--- src/rtl/ooo_pkg.sv ---
// Shared decode definitions: opcode groups (inst[6:2]), functional-unit
// select encoding and the decoded-entry record carried by the decode queue.
package ooo_pkg;

   localparam logic [4:0] OP_LOAD   = 5'b00000;
   localparam logic [4:0] OP_FLOAD  = 5'b00001;
   localparam logic [4:0] OP_I_TYPE = 5'b00100;
   localparam logic [4:0] OP_AUIPC  = 5'b00101;
   localparam logic [4:0] OP_S_TYPE = 5'b01000;
   localparam logic [4:0] OP_FSTORE = 5'b01001;
   localparam logic [4:0] OP_R_TYPE = 5'b01100;
   localparam logic [4:0] OP_LUI    = 5'b01101;
   localparam logic [4:0] OP_F_TYPE = 5'b10100;
   localparam logic [4:0] OP_B_TYPE = 5'b11000;
   localparam logic [4:0] OP_JALR   = 5'b11001;
   localparam logic [4:0] OP_JAL    = 5'b11011;
   localparam logic [4:0] OP_CSR    = 5'b11100;

   // R_TYPE uses {2'b0, f7[0]}, so FU_ALU/FU_MUL share that slot
   localparam logic [2:0] FU_ALU   = 3'd0;
   localparam logic [2:0] FU_MUL   = 3'd1;
   localparam logic [2:0] FU_FPU   = 3'd3;
   localparam logic [2:0] FU_LOAD  = 3'd6;
   localparam logic [2:0] FU_STORE = 3'd7;

   typedef struct packed {
      logic [31:0] pc;
      logic [31:0] inst;
      logic [31:0] imm;
      logic [4:0]  op;
      logic [2:0]  f3;
      logic [6:0]  f7;
      logic [5:0]  A_rs1;
      logic [5:0]  A_rs2;
      logic [5:0]  A_rd;
      logic        allocate_rd;
      logic [2:0]  fu_sel;
      logic        jump;
   } dec_t;

   function automatic logic [31:0] sext12(input logic [11:0] v);
      return {{20{v[11]}}, v};
   endfunction

endpackage

--- src/rtl/dc_decoder.sv ---
// Combinational single-lane decoder: raw fetch lane -> dec_t record.
module dc_decoder
   import ooo_pkg::*;
(
   input  logic [31:0] i_pc,
   input  logic [31:0] i_inst,
   input  logic        i_jump,
   output dec_t        o_dec
);

   logic [4:0] w_op;
   logic       w_fp_rs1;
   logic       w_fp_rs2;
   logic       w_fp_rd;

   assign w_op     = i_inst[6:2];
   assign w_fp_rs1 = (w_op == OP_F_TYPE);
   assign w_fp_rs2 = (w_op == OP_F_TYPE) || (w_op == OP_FSTORE);
   assign w_fp_rd  = (w_op == OP_F_TYPE) || (w_op == OP_FLOAD);

   // field extraction, immediate format selection and unit steering
   always_comb begin
      o_dec       = '0;
      o_dec.pc    = i_pc;
      o_dec.inst  = i_inst;
      o_dec.op    = w_op;
      o_dec.f3    = i_inst[14:12];
      o_dec.f7    = i_inst[31:25];
      o_dec.A_rs1 = {w_fp_rs1, i_inst[19:15]};
      o_dec.A_rs2 = {w_fp_rs2, i_inst[24:20]};
      o_dec.A_rd  = {w_fp_rd, i_inst[11:7]};
      o_dec.jump  = i_jump;

      case (w_op)
         OP_B_TYPE: o_dec.imm = {{19{i_inst[31]}}, i_inst[31], i_inst[7],
                                 i_inst[30:25], i_inst[11:8], 1'b0};
         OP_JAL:    o_dec.imm = {{11{i_inst[31]}}, i_inst[31], i_inst[19:12],
                                 i_inst[20], i_inst[30:21], 1'b0};
         OP_I_TYPE, OP_LOAD, OP_FLOAD, OP_JALR:
                    o_dec.imm = sext12(i_inst[31:20]);
         OP_S_TYPE, OP_FSTORE:
                    o_dec.imm = sext12({i_inst[31:25], i_inst[11:7]});
         OP_LUI, OP_AUIPC:
                    o_dec.imm = {i_inst[31:12], 12'b0};
         OP_CSR:    o_dec.imm = {20'b0, i_inst[31:20]};
         default:   o_dec.imm = '0;
      endcase

      case (w_op)
         OP_R_TYPE:            o_dec.fu_sel = {2'b0, i_inst[25]};
         OP_F_TYPE:            o_dec.fu_sel = FU_FPU;
         OP_LOAD, OP_FLOAD:    o_dec.fu_sel = FU_LOAD;
         OP_S_TYPE, OP_FSTORE: o_dec.fu_sel = FU_STORE;
         default:              o_dec.fu_sel = FU_ALU;
      endcase

      o_dec.allocate_rd = !((w_op == OP_S_TYPE) || (w_op == OP_FSTORE) ||
                            (w_op == OP_B_TYPE) || (o_dec.A_rd == 6'd0));
   end

endmodule

--- src/rtl/decode_queue.sv ---
// Decode queue: decodes up to WIDTH fetch lanes per cycle into a circular
// buffer of dec_t records, presents the oldest WIDTH entries to dispatch and
// optionally issues an early redirect for unpredicted JALs.
module decode_queue
   import ooo_pkg::*;
#(
   parameter int WIDTH     = 2,
   parameter int DEPTH     = 8,
   parameter bit EARLY_JAL = 1'b1
)(
   input  logic                         clk,
   input  logic                         rst,
   input  logic [WIDTH-1:0]             in_valid,
   input  logic [WIDTH-1:0][31:0]       in_pc,
   input  logic [WIDTH-1:0][31:0]       in_inst,
   input  logic [WIDTH-1:0]             in_jump,
   output logic                         in_ready,
   output logic [WIDTH-1:0]             out_valid,
   output dec_t [WIDTH-1:0]             out_dec,
   input  logic [$clog2(WIDTH+1)-1:0]   deq_cnt,
   input  logic                         flush,
   output logic                         redirect_valid,
   output logic [31:0]                  redirect_pc
);

   localparam int PW = $clog2(DEPTH);
   localparam int CW = PW + 1;
   localparam logic [CW-1:0] READY_MAX = CW'(DEPTH - WIDTH);

   dec_t          w_dec    [WIDTH];
   dec_t          w_wr_dec [WIDTH];
   dec_t          r_mem    [DEPTH];
   logic [PW-1:0] r_head;
   logic [PW-1:0] r_tail;
   logic [CW-1:0] r_count;
   logic          r_redirect_valid;
   logic [31:0]   r_redirect_pc;

   logic             w_enq_fire;
   logic [WIDTH-1:0] w_lane_wr;
   logic [CW-1:0]    w_enq_n;
   logic [CW-1:0]    w_enq_add;
   logic [CW-1:0]    w_deq_n;
   logic             w_jal_hit;
   logic [31:0]      w_jal_tgt;

   for (genvar g = 0; g < WIDTH; g++) begin : g_lane
      dc_decoder u_dec (
         .i_pc   (in_pc[g]),
         .i_inst (in_inst[g]),
         .i_jump (in_jump[g]),
         .o_dec  (w_dec[g])
      );
   end

   assign in_ready   = rst && (r_count <= READY_MAX) && !flush && !r_redirect_valid;
   assign w_enq_fire = in_ready && in_valid[0];
   assign w_enq_add  = w_enq_fire ? w_enq_n : '0;
   assign w_deq_n    = (CW'(deq_cnt) > r_count) ? r_count : CW'(deq_cnt);

   // select enqueuing lanes: contiguous from lane 0, truncated after the
   // first unpredicted JAL, which also supplies the redirect target
   always_comb begin
      logic l_stop;
      l_stop    = 1'b0;
      w_lane_wr = '0;
      w_enq_n   = '0;
      w_jal_hit = 1'b0;
      w_jal_tgt = '0;
      for (int unsigned i = 0; i < WIDTH; i++) begin
         w_wr_dec[i] = w_dec[i];
         // any written JAL is either already predicted or is the redirecting lane
         w_wr_dec[i].jump = w_dec[i].jump || (EARLY_JAL && (w_dec[i].op == OP_JAL));
         if (in_valid[i] && !l_stop) begin
            w_lane_wr[i] = 1'b1;
            w_enq_n      = w_enq_n + CW'(1);
            if (EARLY_JAL && (w_dec[i].op == OP_JAL) && !in_jump[i]) begin
               w_jal_hit = 1'b1;
               w_jal_tgt = w_dec[i].pc + w_dec[i].imm;
               l_stop    = 1'b1;
            end
         end else begin
            l_stop = 1'b1;
         end
      end
   end

   // pointer, occupancy and redirect state
   always_ff @(posedge clk) begin
      if (!rst) begin
         r_head           <= '0;
         r_tail           <= '0;
         r_count          <= '0;
         r_redirect_valid <= 1'b0;
         r_redirect_pc    <= '0;
      end else if (flush) begin
         r_head           <= '0;
         r_tail           <= '0;
         r_count          <= '0;
         r_redirect_valid <= 1'b0;
      end else begin
         r_tail           <= r_tail + PW'(w_enq_add);
         r_head           <= r_head + PW'(w_deq_n);
         r_count          <= r_count + w_enq_add - w_deq_n;
         r_redirect_valid <= w_enq_fire && w_jal_hit;
         if (w_enq_fire && w_jal_hit) begin
            r_redirect_pc <= w_jal_tgt;
         end
      end
   end

   // entry storage, written in lane order at the tail
   always_ff @(posedge clk) begin
      if (w_enq_fire) begin
         for (int unsigned i = 0; i < WIDTH; i++) begin
            if (w_lane_wr[i]) begin
               r_mem[r_tail + PW'(i)] <= w_wr_dec[i];
            end
         end
      end
   end

   // oldest-first view of the buffer for dispatch
   always_comb begin
      for (int unsigned i = 0; i < WIDTH; i++) begin
         out_valid[i] = (r_count > CW'(i));
         out_dec[i]   = r_mem[r_head + PW'(i)];
      end
   end

   assign redirect_valid = r_redirect_valid;
   assign redirect_pc    = r_redirect_pc;

endmodule

--- config.mk ---
export PLATFORM = sky130hd
export DESIGN_NAME = decode_queue
export DESIGN_NICKNAME = d
export VERILOG_FILES = /design/src/rtl/ooo_pkg.sv /design/src/rtl/dc_decoder.sv /design/src/rtl/decode_queue.sv
export SDC_FILE = /design/constraint.sdc
export NUM_CORES = 2
export LEC_CHECK = 0
export BUFFER_PORTS_ARGS = -buffer_cell sky130_fd_sc_hd__buf_2
export CAP_MARGIN = 0
export CORE_MARGIN = 2
export CORE_UTILIZATION = 45
export DETAILED_ROUTE_END_ITERATION = 10
export GPL_TIMING_DRIVEN = 0
export HOLD_SLACK_MARGIN = 0.12
export SETUP_SLACK_MARGIN = 0.4
export SLEW_MARGIN = 20
export SYNTH_ARGS = -nofsm -noshare
export SYNTH_HDL_FRONTEND = slang
export SYNTH_SLANG_ARGS = --single-unit
--- constraint.sdc ---
create_clock -name clk -period 12.21 [get_ports clk]
set_input_delay 1.8315 -clock clk [delete_from_list [all_inputs] [get_ports clk]]
set_output_delay 1.8315 -clock clk [all_outputs]
set_load 0.05 [all_outputs]
==> flow_summary_export.csv <==
group,metric,value,unit
status,status,"finished, violations left",
status,violations,"DRC",
worst_setup_path,crit_family,"buffers and inverters",
global_route,grt_max_degree,18,
timing,post-route-period-util,57.5,%
synthesis,ys_seq_area_share,47.8,%
pwr,p_seq_share,31.8,%
synthesis,synth.ff_latch_count,875,
pwr,irDropWorstVdd,0.129,mV
timing,grt_setup_unrepaired,"false",
global_route,track_usage,37.9,%
global_route,first_global_vias,43900,
placement,dp_slack,5040,ps
worst_setup_path,path_depth,7,
timing,drv_slew,0,
worst_setup_path,critPathKind,"reg2out",
job,drv_cap,0,
pwr,p_leak,23.9,nW
die,design.portCount,441,
hold_path,hold_depth,2,
pwr,switching_share,39.6,%
placement,io_buffers,385,
clock_tree,clkTransAtPathRegs,60,ps
global_route,grt_first_pass_wirelength,324,mm
pwr,p_per_area,168,nW/um2
die,fp.dieArea,123000,um2
die,die_h,351,um
synthesis,syn_area_per_cell,10.8,um2
worst_setup_path,crit_chain,"clkbuf_2 > buf_2 > clkbuf_1 > buf_1 > mux4_2 > mux2_2 > buf_2",
routing,wl_per_cell,32.5,um
final_layout,final_common_cell,"nand2_1",
clock_tree,postCtsSetupBuffers,0,
pwr,power,0.0106,W
clock_tree,root_buffer,"clkbuf_16",
clock_tree,holdBufCountCts,0,
worst_setup_path,arrival,5180,ps
synthesis,ys.flop_type,"edfxtp_1",
clock_tree,cts_tree,"yes",
timing,fmax,143,MHz
final_layout,multi_input_area,25600,um2
final_layout,syn_to_final_growth,16.7,%
final_layout,final_cell_area,63100,um2
routing,ant_nets,0,
hold_path,hold_class,"reg2reg",
pwr,power_frac_clock,28.8,%
clock_tree,h-tree-depth,3,
placement,dpl_cell_area,59700,um2
final_layout,final_cell_mix,"nand2_1, edfxtp_1, buf_2",
pwr,switchingPower,0.00418,W
timing,hold_viol_final,0,
routing,wl,237,mm
clock_tree,worstSkewPairLatency,740,ps
routing,drc,1,
worst_setup_path,cpMostUsedCell,"buf_2",
clock_tree,cts_buffers,102,
worst_setup_path,reg2reg_depth,13,
worst_setup_path,crit_buf_inv,5,
worst_setup_path,critical_path.max_fanout,10,
timing,slew_headroom,15.1,%
synthesis,netlist_instances,5026,
final_layout,layout-drive-gt1-share,26.8,%
timing,skew,48.2,ps
synthesis,synthDistinctLibCells,71,
clock_tree,cts_sinks,875,
routing,via_per_inst,6.37,
worst_setup_path,worstSetupStartpointType,"flop",
synthesis,yosys_warnings,0,
placement,hpwl,173,mm
worst_setup_path,slowest_delay,930,ps
global_route,gr-total-overflow,0,
worst_setup_path,crit_slowest_cell,"clkbuf_1",
die,core_area,119000,um2
clock_tree,clockBufferDepth,3,
timing,tightest_slew,1270,ps
routing,vias,46500,
routing,first_pass_iters,11,
synthesis,synthArstFlopShare,0,%
placement,place.gp.congestion,1.02,
die,fp-row-count,127,
final_layout,nets,5812,
worst_setup_path,cp.required,10380,ps
timing,finalSetupViolCount,0,
synthesis,synthesis.area,54100,um2
worst_setup_path,crit_path_end_kind,"output pin",
clock_tree,cts_resized,0,
routing,drt_first_iter_violations,7269,
timing,fin_ws,5190,ps
final_layout,layout.cells.non_filler,7305,
pwr,intPower,0.00639,W
die,die_x,351,um
synthesis,synth_edf_count,832,
placement,dp_cells,7097,
final_layout,fillCellCount,10700,
final_layout,ff_latch_area,25800,um2
global_route,grt_antenna_before_repair,33,
pwr,combinationalPowerShare,39.4,%
synthesis,synthesis.nets,5246,
timing,finalCriticalPeriod,7020,ps
die,floorplan.initialDensity,45.2,%
-- cell usage after synthesis (all sizes together), types with 10 or more instances --
| cell | n | area, um2 |
|---|---|---|
| xor2 | 24 | 210 |
| nand4 | 10 | 62.6 |
| ha | 78 | 976 |
| nand2b | 13 | 81.3 |
| buf | 288 | 1570 |
| o21ai | 220 | 1100 |
| clkbuf | 243 | 912 |
| dfxtp | 43 | 861 |
| a221oi | 13 | 120 |
| mux2 | 209 | 2350 |
| o211ai | 10 | 75.1 |
| nor2 | 308 | 1170 |
| inv | 67 | 251 |
| nor2b | 18 | 115 |
| mux4 | 416 | 9370 |
| xnor2 | 39 | 342 |
| a211oi | 11 | 82.6 |
| a31oi | 13 | 81.3 |
| nor3 | 19 | 129 |
| nand2 | 1666 | 6260 |
| nand3 | 24 | 150 |
| a22oi | 14 | 105 |
| edfxtp | 832 | 25000 |
| a21o | 33 | 248 |
| a21oi | 310 | 1550 |
-- logic make-up (layout without fill, tap and decap cells) --
| family | after synthesis | count (layout) | synth area share [%] |
|---|---|---|---|
| other | 0 | 16 | 0 |
| multiplexers | 626 | 626 | 21.7 |
| XOR/XNOR | 63 | 63 | 1.02 |
| AO/OA/AOI/OAI | 683 | 683 | 7.18 |
| buffers and inverters | 602 | 1253 | 5.09 |
| adder cells (fa/ha/maj) | 83 | 83 | 1.99 |
| AND/OR/NAND/NOR | 2094 | 2094 | 15.2 |
| flip-flops | 875 | 875 | 47.8 |
-- power by group through the flow --
stage | sequential (W) | combinational (W) | clock [W]
2_1_floorplan | 0.00343 | 0.00293 | 0
3_3_place_gp | 0.00345 | 0.00404 | 0
3_5_place_dp | 0.00343 | 0.00409 | 0
4_1_cts | 0.00336 | 0.00410 | 0.00302
5_1_grt | 0.00337 | 0.00430 | 0.00314
6_report | 0.00337 | 0.00417 | 0.00304
-- layout make-up --
| type | count | area share, % |
|---|---|---|
| well taps | 1612 | 3.20 |
| diodes | 16 | 0.0635 |
| repair buffers | 462 | 5.59 |
| inverters | 71 | 0.422 |
| multi-input cells | 3549 | 40.6 |
| plain buffers | 531 | 4.01 |
| clock buffers | 134 | 4.56 |
| flip-flops and latches | 875 | 41.0 |
| clock inverters | 55 | 0.601 |
-- flip-flops by register name, summed over array words and instances, names as in the netlist --
signal	cells
r_count	4
r_head	3
r_mem	832
r_tail	3
redirect_pc	32
redirect_valid	1
-- tightest hold or removal path, stage by stage (launching register included) --
cell and delay, ps:
dfxtp_1 320, nand2_1 50, o221ai_1 60
-- layer usage --
layer	vias to the layer above	GRT usage (%)	wire length [um]
met5	-	0.157	265
met4	20	26.1	19200
met3	822	13.4	34100
met2	3869	55.3	101000
met1	22700	47.2	82800
li1	19100	-	-
-- metrics by stage --
step,TNS [ps],util (%),hold WS [ps]
floorplan,0,-,615
global placement,-7529880,48.5,444
detailed placement,0,50.0,444
CTS,0,52.7,459
global route,0,52.8,484
finish,0,52.8,464
-- path summary, 6_finish.rpt --
| path | startpoint | to | slack, ps |
|---|---|---|---|
| worst max-delay path | r_head[0] | out_dec[121] | 5190 |
| worst min-delay path | redirect_pc[31] | redirect_pc[31] | 460 |
| worst max register to register | r_count[3] | r_mem[4][80] | 7660 |
| worst min register to register | redirect_pc[31] | redirect_pc[31] | 460 |
Power figures use the tool's default switching activity.
